$ cat config.mk
export PLATFORM = sky130hd
export DESIGN_NAME = memwrite_expect_table
export DESIGN_NICKNAME = d
export VERILOG_FILES = /design/src/rtl/memwrite_expect_table.sv
export SDC_FILE = /design/constraint.sdc
export NUM_CORES = 1
export LEC_CHECK = 0
export ABC_CLOCK_PERIOD_IN_PS = 6600
export BUFFER_PORTS_ARGS = -buffer_cell sky130_fd_sc_hd__buf_2
export CELL_PAD_IN_SITES_DETAIL_PLACEMENT = 0
export CELL_PAD_IN_SITES_GLOBAL_PLACEMENT = 2
export CORE_MARGIN = 4
export CORE_UTILIZATION = 50
export DETAILED_ROUTE_END_ITERATION = 7
export PLACE_DENSITY_LB_ADDON = 0.1
export SYNTH_ARGS = -nofsm -noshare
export SYNTH_HDL_FRONTEND = slang
export SYNTH_SLANG_ARGS = --single-unit
$ cat constraint.sdc
create_clock -name clk -period 6.6 [get_ports clk]
set_input_delay 0.66 -clock clk [delete_from_list [all_inputs] [get_ports clk]]
set_output_delay 0.66 -clock clk [all_outputs]
set_load 0.005 [all_outputs]
$ cat src/rtl/memwrite_expect_table.sv
// Expected-store table: NUM_TESTS slots of SEQ_DEPTH {last,addr,data} entries.
// One synchronous write port, one asynchronous read port. Contents survive reset.
module memwrite_expect_table #(
  parameter int unsigned NUM_TESTS = 5,
  parameter int unsigned SEQ_DEPTH = 4,
  parameter int unsigned ADDR_W    = 32,
  parameter int unsigned DATA_W    = 32
) (
  input  logic                         clk,
  input  logic                         we_i,
  input  logic [$clog2(NUM_TESTS)-1:0] wr_test_i,
  input  logic [$clog2(SEQ_DEPTH)-1:0] wr_idx_i,
  input  logic                         wr_last_i,
  input  logic [ADDR_W-1:0]            wr_addr_i,
  input  logic [DATA_W-1:0]            wr_data_i,
  input  logic [$clog2(NUM_TESTS)-1:0] rd_test_i,
  input  logic [$clog2(SEQ_DEPTH)-1:0] rd_idx_i,
  output logic                         rd_last_o,
  output logic [ADDR_W-1:0]            rd_addr_o,
  output logic [DATA_W-1:0]            rd_data_o
);

  localparam int unsigned TW    = $clog2(NUM_TESTS);
  localparam int unsigned IW    = $clog2(SEQ_DEPTH);
  localparam int unsigned DEPTH = NUM_TESTS * SEQ_DEPTH;
  localparam int unsigned AW    = $clog2(DEPTH);
  localparam int unsigned EW    = 1 + ADDR_W + DATA_W;

  // Flatten (test, index) into a linear entry number.
  function automatic logic [AW-1:0] entry_num(input logic [TW-1:0] t, input logic [IW-1:0] i);
    logic [31:0] lin;
    lin = 32'(t) * SEQ_DEPTH + 32'(i);
    return lin[AW-1:0];
  endfunction

  logic [EW-1:0] mem_q [DEPTH];
  logic          wr_ok;
  logic          rd_ok;
  logic [EW-1:0] rd_word;

  // Slots beyond NUM_TESTS do not exist: such writes are dropped, reads return 0.
  assign wr_ok = we_i && (32'(wr_test_i) < NUM_TESTS);
  assign rd_ok = 32'(rd_test_i) < NUM_TESTS;

  // Table write port.
  // NOTE: storage arrays carry no reset (contents must survive it) and, like all
  // sequential state, are written with non-blocking assignments only.
  always_ff @(posedge clk) begin
    if (wr_ok) begin
      mem_q[entry_num(wr_test_i, wr_idx_i)] <= {wr_last_i, wr_addr_i, wr_data_i};
    end
  end

  assign rd_word = rd_ok ? mem_q[entry_num(rd_test_i, rd_idx_i)] : '0;
  assign {rd_last_o, rd_addr_o, rd_data_o} = rd_word;

endmodule

Yosys cells after proc, flatten, opt, wreduce, memory -nomap -nowiden
Memories as Yosys holds them, arrays and structs flattened. Cells that the tools add are included.

$lt $le $gt $ge: 2. Muxes and demuxes: 3. Add/sub/neg operators: 2. Reductions and logical operators: 1.

Operators by type and width (number): 65-bit two-way mux (1); 5-bit by 2-bit adder with 5-bit output (2); 3-bit < comparator, second input constant (2); 1-bit two-way mux (2); 1-bit logical AND (1).

Input bits: 77. Memory bits (writable): 1300. Output and inout bits: 65. Bits in registers: 0. Memories kept: 1. Logic and storage cells: 9.

Memory list: mem_q (words 20, bits a word 65, read ports 1, clocked after memory_dff 0, wr ports 1, line 36) `logic [EW-1:0] mem_q [DEPTH];`.

Logic depth before layout (Yosys ltp)
Word-level depth: 4. Gate-level depth with buffers: 8. Depth with buffers taken out: 4.

Least setup slack after synthesis
No wires, ideal clock.

Path type: in2reg. From: input port we_i. To: memory mem_q[16][0] (netlist name), enable pin. Library setup time: 0.568 ns. Path slack: 0.614 ns. Data arrival time: 5.418 ns. Stages: 3. Required time: 6.032 ns. Path buffers: 0. Cells stage by stage: nor2b_1 nand3b_1 nor3_1.

Longest elaborated chain between the ends: 3.

RTL lines: start, declared (line 10) `input logic we_i,`; 1-bit logical AND (line 42) `assign wr_ok = we_i && (32'(wr_test_i) < NUM_TESTS);`; 1-bit two-way mux (line 49) `if (wr_ok) begin`; 1-bit two-way mux (implied by the code) (line 50) `mem_q[entry_num(wr_test_i, wr_idx_i)] <= {wr_last_i, wr_addr_i, wr_data_i};`; end, declared (line 36).

Every way passes these cells.

Worst setup path in the final report
From: input port rd_idx_i[1]. To: output port rd_data_o[25].

Longest elaborated chain between the ends: 3.

RTL lines: start, declared (line 17) `input logic [$clog2(SEQ_DEPTH)-1:0] rd_idx_i,`; 5-bit by 2-bit adder with 5-bit output (line 32) `lin = 32'(t) * SEQ_DEPTH + 32'(i);`; memory 20 x 65 bit; 65-bit two-way mux (line 54) `assign rd_word = rd_ok ? mem_q[entry_num(rd_test_i, rd_idx_i)] : '0;`; end, declared (line 20) `output logic [DATA_W-1:0] rd_data_o`.

Every way passes these cells.

==> results.json <==
{
  "combinationalPowerShare_pct": 4.5,
  "core_sq_um": 97100,
  "viasPerCell": 6.18,
  "cts_hold_buf": 0,
  "clk_path_buf_depth": 3,
  "slew_viol_final": 0,
  "internal_power_w": 0.0139,
  "cp_num_buf_inv": 4,
  "fmax_ghz": 0.241,
  "cp_top_family": "buffers and inverters",
  "setup_ws_ps": 2450,
  "io_pins": 142,
  "die_width_um": 322,
  "io_buffers": 141,
  "area_growth_pct": 13.6,
  "netlist_area_sq_um": 49200,
  "cts_tree": "done",
  "period_share_pct": 62.8,
  "drive_gt1_share_pct": 26.9,
  "worstSetupPathType": "in -> out",
  "fin_nets": 2477,
  "num_vias": 23300,
  "multi_input_area_sq_um": 9630,
  "dr.first_iter.drc_count": 2098,
  "yosysSeqAreaShare_pct": 79.3,
  "yosysUniqueCellTypes": 27,
  "ir_worst_vdd_mv": 0.268,
  "status": "finished, final reports clean",
  "ant_nets": 0,
  "grt_setup_unrepaired": "no",
  "arrival_ps": 3490,
  "critPathMaxFanout": 47,
  "cts_root_buf": "clkbuf_16",
  "net-switching-power_w": 0.00354,
  "seq_area_sq_um": 39000,
  "synth.avg_cell_area_sq_um": 22.5,
  "wl_per_cell_um": 30.9,
  "critPathLaunchType": "primary input",
  "rows": 114,
  "cts_resized": 0,
  "seqPwrFrac_pct": 52.9,
  "wl_um": 117000,
  "place_ws_ps": 2520,
  "syn_nets": 2268,
  "dp_hpwl_um": 58200,
  "grt_remaining_overflow": 0,
  "numCtsBuffers": 137,
  "worstPathCellList": "buf_6 -> buf_4 -> nand3b_1 -> buf_4 -> o22ai_1 -> a211oi_1 -> a22oi_1 -> buf_2",
  "cp_slowest_stage_delay_ps": 640,
  "drt-pass1-iter-count": 5,
  "ys_warn_count": 0,
  "cp.required_ps": 5940,
  "worstMarginPinSlew_ps": 1240,
  "grt_max_degree": 82,
  "pwr-share-clk_pct": 42.6,
  "top_register": "mem_q",
  "clock_sinks": 1300,
  "grt_pass1_vias": 24800,
  "post-route-drc-count": 0,
  "largest_reg_flops": 1300,
  "n_fill_cell": 7105,
  "grt_pass1_wl_um": 171000,
  "largestRegisters": "mem_q (1300)",
  "start_util_pct": 50.7,
  "antenna_found_initial": 9,
  "die_area_sq_um": 104000,
  "fp.dieH_um": 322,
  "setup_viol": 0,
  "place_congestion": 0.718,
  "switching_share_pct": 20.3,
  "setup_tns_ps": 0,
  "maxCapViolations": 0,
  "fin_crit_ps": 4150,
  "syn_inst": 2191,
  "ys_ff_latch": 1300,
  "power_leakage_nw": 17.9,
  "crit_top_cell": "buf_4",
  "cts_setup_buffers": 0,
  "path_clk_slew_ps": 50,
  "hold_class": "in -> reg",
  "finalHoldViolCount": 0,
  "h-tree-depth": 4,
  "power_density_nw_per_um2": 311,
  "end_kind": "output port",
  "gr-usage-all-layers_pct": 23.0,
  "relSlewSlack_pct": 17.0,
  "critPathSlowestCell": "buf_4"
}
-- stage by stage --
| step | area (sq um) | power, W | util, % | instances | hold WS [ps] |
|---|---|---|---|---|---|
| after floorplan | 49200 | 0.00984 | - | 2191 | 759 |
| after detailed placement | 51600 | 0.0102 | 53.1 | 3537 | 1070 |
| final | 55900 | 0.0174 | 57.6 | 3777 | 337 |
| after global placement | 51600 | 0.0102 | 53.1 | 3537 | 1060 |
| after global routing | 55900 | 0.0180 | 57.6 | 3775 | 314 |
| after CTS | 55900 | 0.0176 | 57.6 | 3774 | 275 |
-- per-layer routing --
layer  global-route usage, %  up-vias  wire length (um)
li1                        -     9809                 -
met1                    32.5    12600             50100
met2                    38.2      734             58100
met3                    3.90      149              6520
met4                    5.06        6              1720
met5                       0        -                41
-- cells by family after synthesis --
family	Yosys count	share of synthesized area, %
buf+inv	133	1.48
mux	392	14.5
flops	1300	79.3
simple gates	106	0.912
compound gates	260	3.81
-- Yosys cell counts (all sizes together) --
cell / count / area, sq um
nor2b: 3 / 18.8
o22ai: 64 / 400
nor3: 5 / 25.0
inv: 1 / 3.75
and2: 1 / 6.26
nand3b: 5 / 37.5
nand2: 67 / 251
a211oi: 64 / 480
mux2i: 133 / 1330
nand3: 5 / 25.0
mux4: 258 / 5810
a22oi: 128 / 961
nor2: 17 / 63.8
buf: 68 / 482
nand2b: 2 / 12.5
o311ai: 1 / 8.76
edfxtp: 1300 / 39000
or3b: 1 / 8.76
clkbuf: 64 / 245
a311oi: 1 / 8.76
mux2: 1 / 11.3
o211ai: 2 / 15.0
-- final timing paths --
path	start	end	slack [ps]	depth (start not counted)
max	rd_idx_i[1]	rd_data_o[25]	2450	8
min	wr_addr_i[8]	mem_q[18][40]$_DFFE_PP_	340	1
-- area by class of cell --
cell class	count	area share (%)
flip-flops and latches	1300	69.8
multi-input cells	758	17.2
clock buffers	167	6.60
well taps	1276	2.85
repair buffers	202	2.38
clock inverters	70	1.15
diodes	3	0.0134
inverters	1	0.00671
-- power groups by stage --
stage	sequential (W)	clock [W]	combinational [W]
2_1_floorplan	0.00938	0	0.000456
3_3_place_gp	0.00937	0	0.000792
3_5_place_dp	0.00938	0	0.000806
4_1_cts	0.00921	0.00758	0.000808
5_1_grt	0.00921	0.00794	0.000856
6_report	0.00921	0.00742	0.000791
-- layout by cell type (no fill, tap or decap), types with 7 or more instances in the layout --
| master | instances |
|---|---|
| mux2i_1 | 133 |
| mux4_2 | 258 |
| a211oi_1 | 64 |
| clkinv_1 | 28 |
| nand2_1 | 67 |
| buf_4 | 50 |
| nor2_4 | 16 |
| buf_12 | 11 |
| clkinv_2 | 20 |
| a22oi_1 | 128 |
| clkbuf_1 | 23 |
| buf_2 | 137 |
| edfxtp_1 | 1300 |
| bufinv_16 | 11 |
| inv_6 | 7 |
| clkbuf_16 | 144 |
| o22ai_1 | 64 |
Note: power is estimated with default switching activity, not from simulation.
